**config.mk**
```make
export PLATFORM = sky130hd
export DESIGN_NAME = bus_arbiter_rr
export DESIGN_NICKNAME = d
export VERILOG_FILES = /design/src/rtl/bus_arbiter_rr.sv
export SDC_FILE = /design/constraint.sdc
export NUM_CORES = 1
export LEC_CHECK = 0
export CAP_MARGIN = 20
export CELL_PAD_IN_SITES_DETAIL_PLACEMENT = 1
export CELL_PAD_IN_SITES_GLOBAL_PLACEMENT = 2
export CORE_MARGIN = 2
export CORE_UTILIZATION = 27
export DETAILED_ROUTE_END_ITERATION = 7
export PLACE_DENSITY = 0.71
export SYNTH_ARGS = -nofsm -noshare
export SYNTH_HDL_FRONTEND = slang
export SYNTH_SLANG_ARGS = --single-unit
```
**constraint.sdc**
```tcl
create_clock -name clock -period 1.7 [get_ports clock]
set_input_delay 0.34 -clock clock [delete_from_list [all_inputs] [get_ports clock]]
set_output_delay 0.34 -clock clock [all_outputs]
set_load 0.005 [all_outputs]
```
**src/rtl/bus_arbiter_rr.sv**
```systemverilog
// Round-robin system-bus arbiter with grant/transaction ownership tracking.
// Define ARBITER_WATCHDOG_EN to enable the grant and bus-tenure watchdogs.
module bus_arbiter_rr #(
    parameter int NR_MASTERS    = 4,
    parameter int GRANT_TIMEOUT = 16,
    parameter int BUS_TIMEOUT   = 1024
) (
    input  logic                  clock,
    input  logic                  reset,
    input  logic [NR_MASTERS-1:0] request,
    input  logic                  begin_transaction_in,
    input  logic                  end_transaction_in,
    input  logic                  error_in,
    output logic [NR_MASTERS-1:0] granted,
    output logic [2:0]            bus_owner,
    output logic                  owner_valid,
    output logic                  end_transaction_out,
    output logic                  error_out
);

    if (NR_MASTERS < 2 || NR_MASTERS > 8) begin : g_bad_nr
        $error("NR_MASTERS out of range");
    end
    if (GRANT_TIMEOUT < 1 || GRANT_TIMEOUT > 65535) begin : g_bad_gt
        $error("GRANT_TIMEOUT out of range");
    end
    if (BUS_TIMEOUT < 1 || BUS_TIMEOUT > 65535) begin : g_bad_bt
        $error("BUS_TIMEOUT out of range");
    end

    typedef enum logic [2:0] {
        IDLE,
        GRANT,
        BUSY,
`ifdef ARBITER_WATCHDOG_EN
        TIMEOUT,
`endif
        RELEASE
    } state_t;

    state_t                  state_q, state_d;
    logic [2:0]              last_q, last_d;
    logic [2:0]              owner_q, owner_d;
    logic [NR_MASTERS-1:0]   granted_q, granted_d;
    logic                    valid_q;
    logic [2:0]              sel;

    // Lowest requester above last owner wins; otherwise wrap to the lowest.
    always_comb begin
        sel = '0;
        for (int j = NR_MASTERS - 1; j >= 0; j--) begin
            if (request[j] && j <= int'(last_q)) sel = 3'(j);
        end
        for (int j = NR_MASTERS - 1; j >= 0; j--) begin
            if (request[j] && j > int'(last_q)) sel = 3'(j);
        end
    end

`ifdef ARBITER_WATCHDOG_EN
    logic [15:0] cnt_q, cnt_d;
    logic        eot_q, err_q;
`endif

    always_comb begin
        state_d   = state_q;
        last_d    = last_q;
        owner_d   = owner_q;
        granted_d = '0;
`ifdef ARBITER_WATCHDOG_EN
        cnt_d     = cnt_q + 16'd1;
`endif
        unique case (state_q)
            IDLE: begin
                if (|request) begin
                    state_d   = GRANT;
                    last_d    = sel;
                    owner_d   = sel;
                    granted_d = NR_MASTERS'(1) << sel;
`ifdef ARBITER_WATCHDOG_EN
                    cnt_d     = '0;
`endif
                end
            end
            GRANT: begin
                if (begin_transaction_in) begin
                    state_d = end_transaction_in ? RELEASE : BUSY;
`ifdef ARBITER_WATCHDOG_EN
                    cnt_d   = '0;
                end else if (cnt_q == 16'(GRANT_TIMEOUT - 1)) begin
                    state_d = RELEASE;
`endif
                end
            end
            BUSY: begin
                if (error_in || end_transaction_in) begin
                    state_d = RELEASE;
`ifdef ARBITER_WATCHDOG_EN
                end else if (cnt_q == 16'(BUS_TIMEOUT - 1)) begin
                    state_d = TIMEOUT;
`endif
                end
            end
`ifdef ARBITER_WATCHDOG_EN
            TIMEOUT: state_d = RELEASE;
`endif
            RELEASE: state_d = IDLE;
            default: state_d = IDLE;
        endcase
    end

    always_ff @(posedge clock or negedge reset) begin
        if (!reset) begin
            state_q   <= IDLE;
            last_q    <= 3'(NR_MASTERS - 1);
            owner_q   <= '0;
            granted_q <= '0;
            valid_q   <= 1'b0;
        end else begin
            state_q   <= state_d;
            last_q    <= last_d;
            owner_q   <= owner_d;
            granted_q <= granted_d;
            valid_q   <= (state_d != IDLE);
        end
    end

`ifdef ARBITER_WATCHDOG_EN
    always_ff @(posedge clock or negedge reset) begin
        if (!reset) begin
            cnt_q <= '0;
            eot_q <= 1'b0;
            err_q <= 1'b0;
        end else begin
            cnt_q <= cnt_d;
            eot_q <= (state_d == TIMEOUT);
            err_q <= (state_d == TIMEOUT);
        end
    end

    assign end_transaction_out = eot_q;
    assign error_out           = err_q;
`else
    assign end_transaction_out = 1'b0;
    assign error_out           = 1'b0;
`endif

    assign granted     = granted_q;
    assign bus_owner   = owner_q;
    assign owner_valid = valid_q;

endmodule

```
==> impl_results.md, run 1 <==
* Status: finished, final reports clean
* Die Wd at 51.3 um
* Synth area leaders: dfrtp_1 41%, dfstp_2 8.7%, mux2_4 5.0%
* Unique masters post-synth at 26
* Post-CTS setup buffer count at 0
* Sink Count at 12
* Synthesized instance count at 53
* Die area at about 2600 sq um
* Critical path class: primary input to flip-flop
* First-pass GRT wire length at 2.11 mm
* FP Rows at 17
* Max-cap violation count at 0
* Starting DRC count in detailed routing at 2
* Setup Skew at 3.96 ps
* Initial antenna violation count at 0
* Hold violation count in the final report at 0
* DRC at 0
* Placed cell areas at 818 sq um
* CTS tree: yes
* Yosys warnings at 0
* Finished Cell Area at 855 sq um
* Core Area at ~2200 sq um
* Overall overflow remaining after global route at 0
* Setup Slack @ Placement at -195 ps
* Post-synth EDFFs at 0
* Synth Register Bits at 12
* Slew Limit Fails at 0
* Drt total wl at 1.21 mm
* Clk slew on worst S/H paths at 70 ps
* Vias at 484
* CP max FO at 5
* Placer Congestion at 0.704
* Min Hold Slack at 406 ps
* Peak VDD IR at approximately 0.46 mV
* # resized after CTS at 0
* Leak at approximately 0.38 nW
* Final nets at between 80 and 90
* Placed wire-length estimate at 1.00 mm
* Post-DRT Antenna Nets at 0
* Aggregate global-route resource usage at 11.1%
* H-tree depth at 1
* Setup-failing EPs final at 0
* Routed WL per cell at 11.4 um
* Data required time at the worst endpoint at 1860 ps
* Synth Flop Type: dfrtp_1
* Vias in the first global route at between 400 and 500
* Starting Density at 27.8%
* Final design utilization at 39.4%
* Worst rel slew slack at 66.0%
* Worst hold path type: primary input to asynchronous set/reset pin
* Yosys top cell by area: dfrtp_1
* Data arrival, critical path at about 1800 ps
* Share of layout cells above drive strength 1 at 23.1%
* Final worst slack at 100 ps
* CTS Hold Bufs at 0
* Number of CTS-inserted buffers at 3
* Worst-case clock buffer depth at 2
* Synth Cell Area at 603 sq um
* Async S/R FF share, synth at 100%
* Post-synth top area share at 41.5%
* IO Count at 19
* Register area share after synthesis at around half
* Fmax at 625 MHz
* Fillcell total at 256
* Power consumption at between 1 and 1.5 mW
* Worst-Margin Slew at 509 ps
* Vias per cell at 4.57
* Final cycle utilization of the critical path at a little over nine tenths
* DRT Pass-1 Iters at 2
* Min Tclk post-route at between 1500 and 2000 ps
* Synth-to-layout area growth at 41.7%
* PwrDens at between 1000 and 1500 nW/um^2
* Ant diodes at 0
* Clock root buffer: clkbuf_4
* Buffers on Ports at 15
* CP endpoint kind: flip-flop
* Mean Syn Cell Area at 11.4 sq um
* Unrepaired setup endpoints after global routing: no
* Clk Latency, worst-skew pair at 270 ps
* Setup crit start kind: primary input
* Largest net degree at the start of global routing at 13
* Die height at 51.3 um
* Cell depth of the worst flop-to-flop path at 3
routing by layer:
metal	track usage [%]	wire length, um
met5	0	0
met4	7.89	20
met3	1.75	39
met2	19.5	632
met1	12.1	519
power by group:
part           leakage [nW]  internal (mW)  switching [mW]
clock                0.0210          0.130          0.0902
sequential            0.148          0.386          0.0700
combinational         0.207          0.247           0.149
total                 0.376          0.763           0.310
cells in the final DEF (no fill, tap or decap):
| cell type | n |
|---|---|
| a21o_1 | 2 |
| dfstp_2 | 2 |
| a21oi_1 | 2 |
| a211oi_1 | 2 |
| clkbuf_4 | 3 |
| mux2i_1 | 1 |
| nor3_1 | 1 |
| clkbuf_8 | 1 |
| o21ai_1 | 1 |
| nand3b_1 | 2 |
| clkdlybuf4s50_1 | 15 |
| inv_1 | 2 |
| a2bb2oi_1 | 1 |
| conb_1 | 4 |
| a31o_2 | 1 |
| or4_4 | 1 |
| nor2b_1 | 2 |
| mux2_4 | 2 |
| and2_4 | 1 |
| dfrtp_1 | 10 |
| nand2b_1 | 4 |
| and4_1 | 2 |
| o211ai_1 | 1 |
| nand2_1 | 1 |
| a31oi_1 | 3 |
| buf_4 | 7 |
| o32a_1 | 2 |
| nor2_1 | 2 |
layout make-up:
class / count / area [sq um] / share of cell area [%]
clock buffer: 4 / 36.3 / 4.25
inverter: 2 / 7.51 / 0.878
multi-input combinational: 38 / 270 / 31.6
sequential: 12 / 303 / 35.4
tap: 28 / 35.0 / 4.10
timing repair buffer: 22 / 203 / 23.7
logic make-up after synthesis:
family                 synth area share [%]
other                                 0.622
buffers and inverters                  6.85
and+or+nand+nor                        17.6
muxes                                  6.64
DFF                                    50.2
AOI/OAI and AO/OA                      18.0
state kept, by name, summed over array words and instances, names as in the netlist:
| register | count |
|---|---|
| granted | 4 |
| state_q | 3 |
| bus_owner | 2 |
| last_q | 2 |
| owner_valid | 1 |
stage by stage:
step | std cells | setup TNS, ps
floorplan | 56 | 0
global placement | 102 | -1100
detailed placement | 102 | -1290
CTS | 106 | 0
global route | 106 | 0
finish | 106 | 0
cells in the mapped netlist, types with 2 or more instances:
master	instances
o32a_1	2
and4_1	2
nand2b_1	4
nand3b_1	2
a21oi_1	2
buf_4	3
mux2_4	2
a21o_1	2
dfstp_2	2
nor2b_1	2
a31oi_1	3
dfrtp_1	10
nor2_1	2
inv_1	2
a211oi_1	2
worst paths after layout:
kind	end	startpoint	slack (ps)
setup / recovery	bus_owner[1]	request[1]	100
hold reg to reg	state_q[0]	state_q[2]	520
setup reg to reg	granted[2]	last_q[1]	290
min in group clock	state_q[0]	state_q[2]	520
max in group asynchronous	last_q[0]	reset	940
hold / removal	granted[3]	reset	410
critical path, cell delays in order:
cell	delay (ps)
clkdlybuf4s50_1	420
or4_4	540
and2_4	170
mux2_4	290
Power figures use the tool's default switching activity.
==> inputs of run 2 (changes only) <==
--- a/config.mk
+++ b/config.mk
@@ -11,7 +11,9 @@
 export CORE_MARGIN = 2
 export CORE_UTILIZATION = 27
 export DETAILED_ROUTE_END_ITERATION = 7
+export HOLD_SLACK_MARGIN = 0.12
 export PLACE_DENSITY = 0.71
+export SKIP_CTS_REPAIR_TIMING = 1
 export SYNTH_ARGS = -nofsm -noshare
 export SYNTH_HDL_FRONTEND = slang
 export SYNTH_SLANG_ARGS = --single-unit
==> results of run 2 <==
Same layout as run 1: the final DEF is identical, and so are final timing and power.
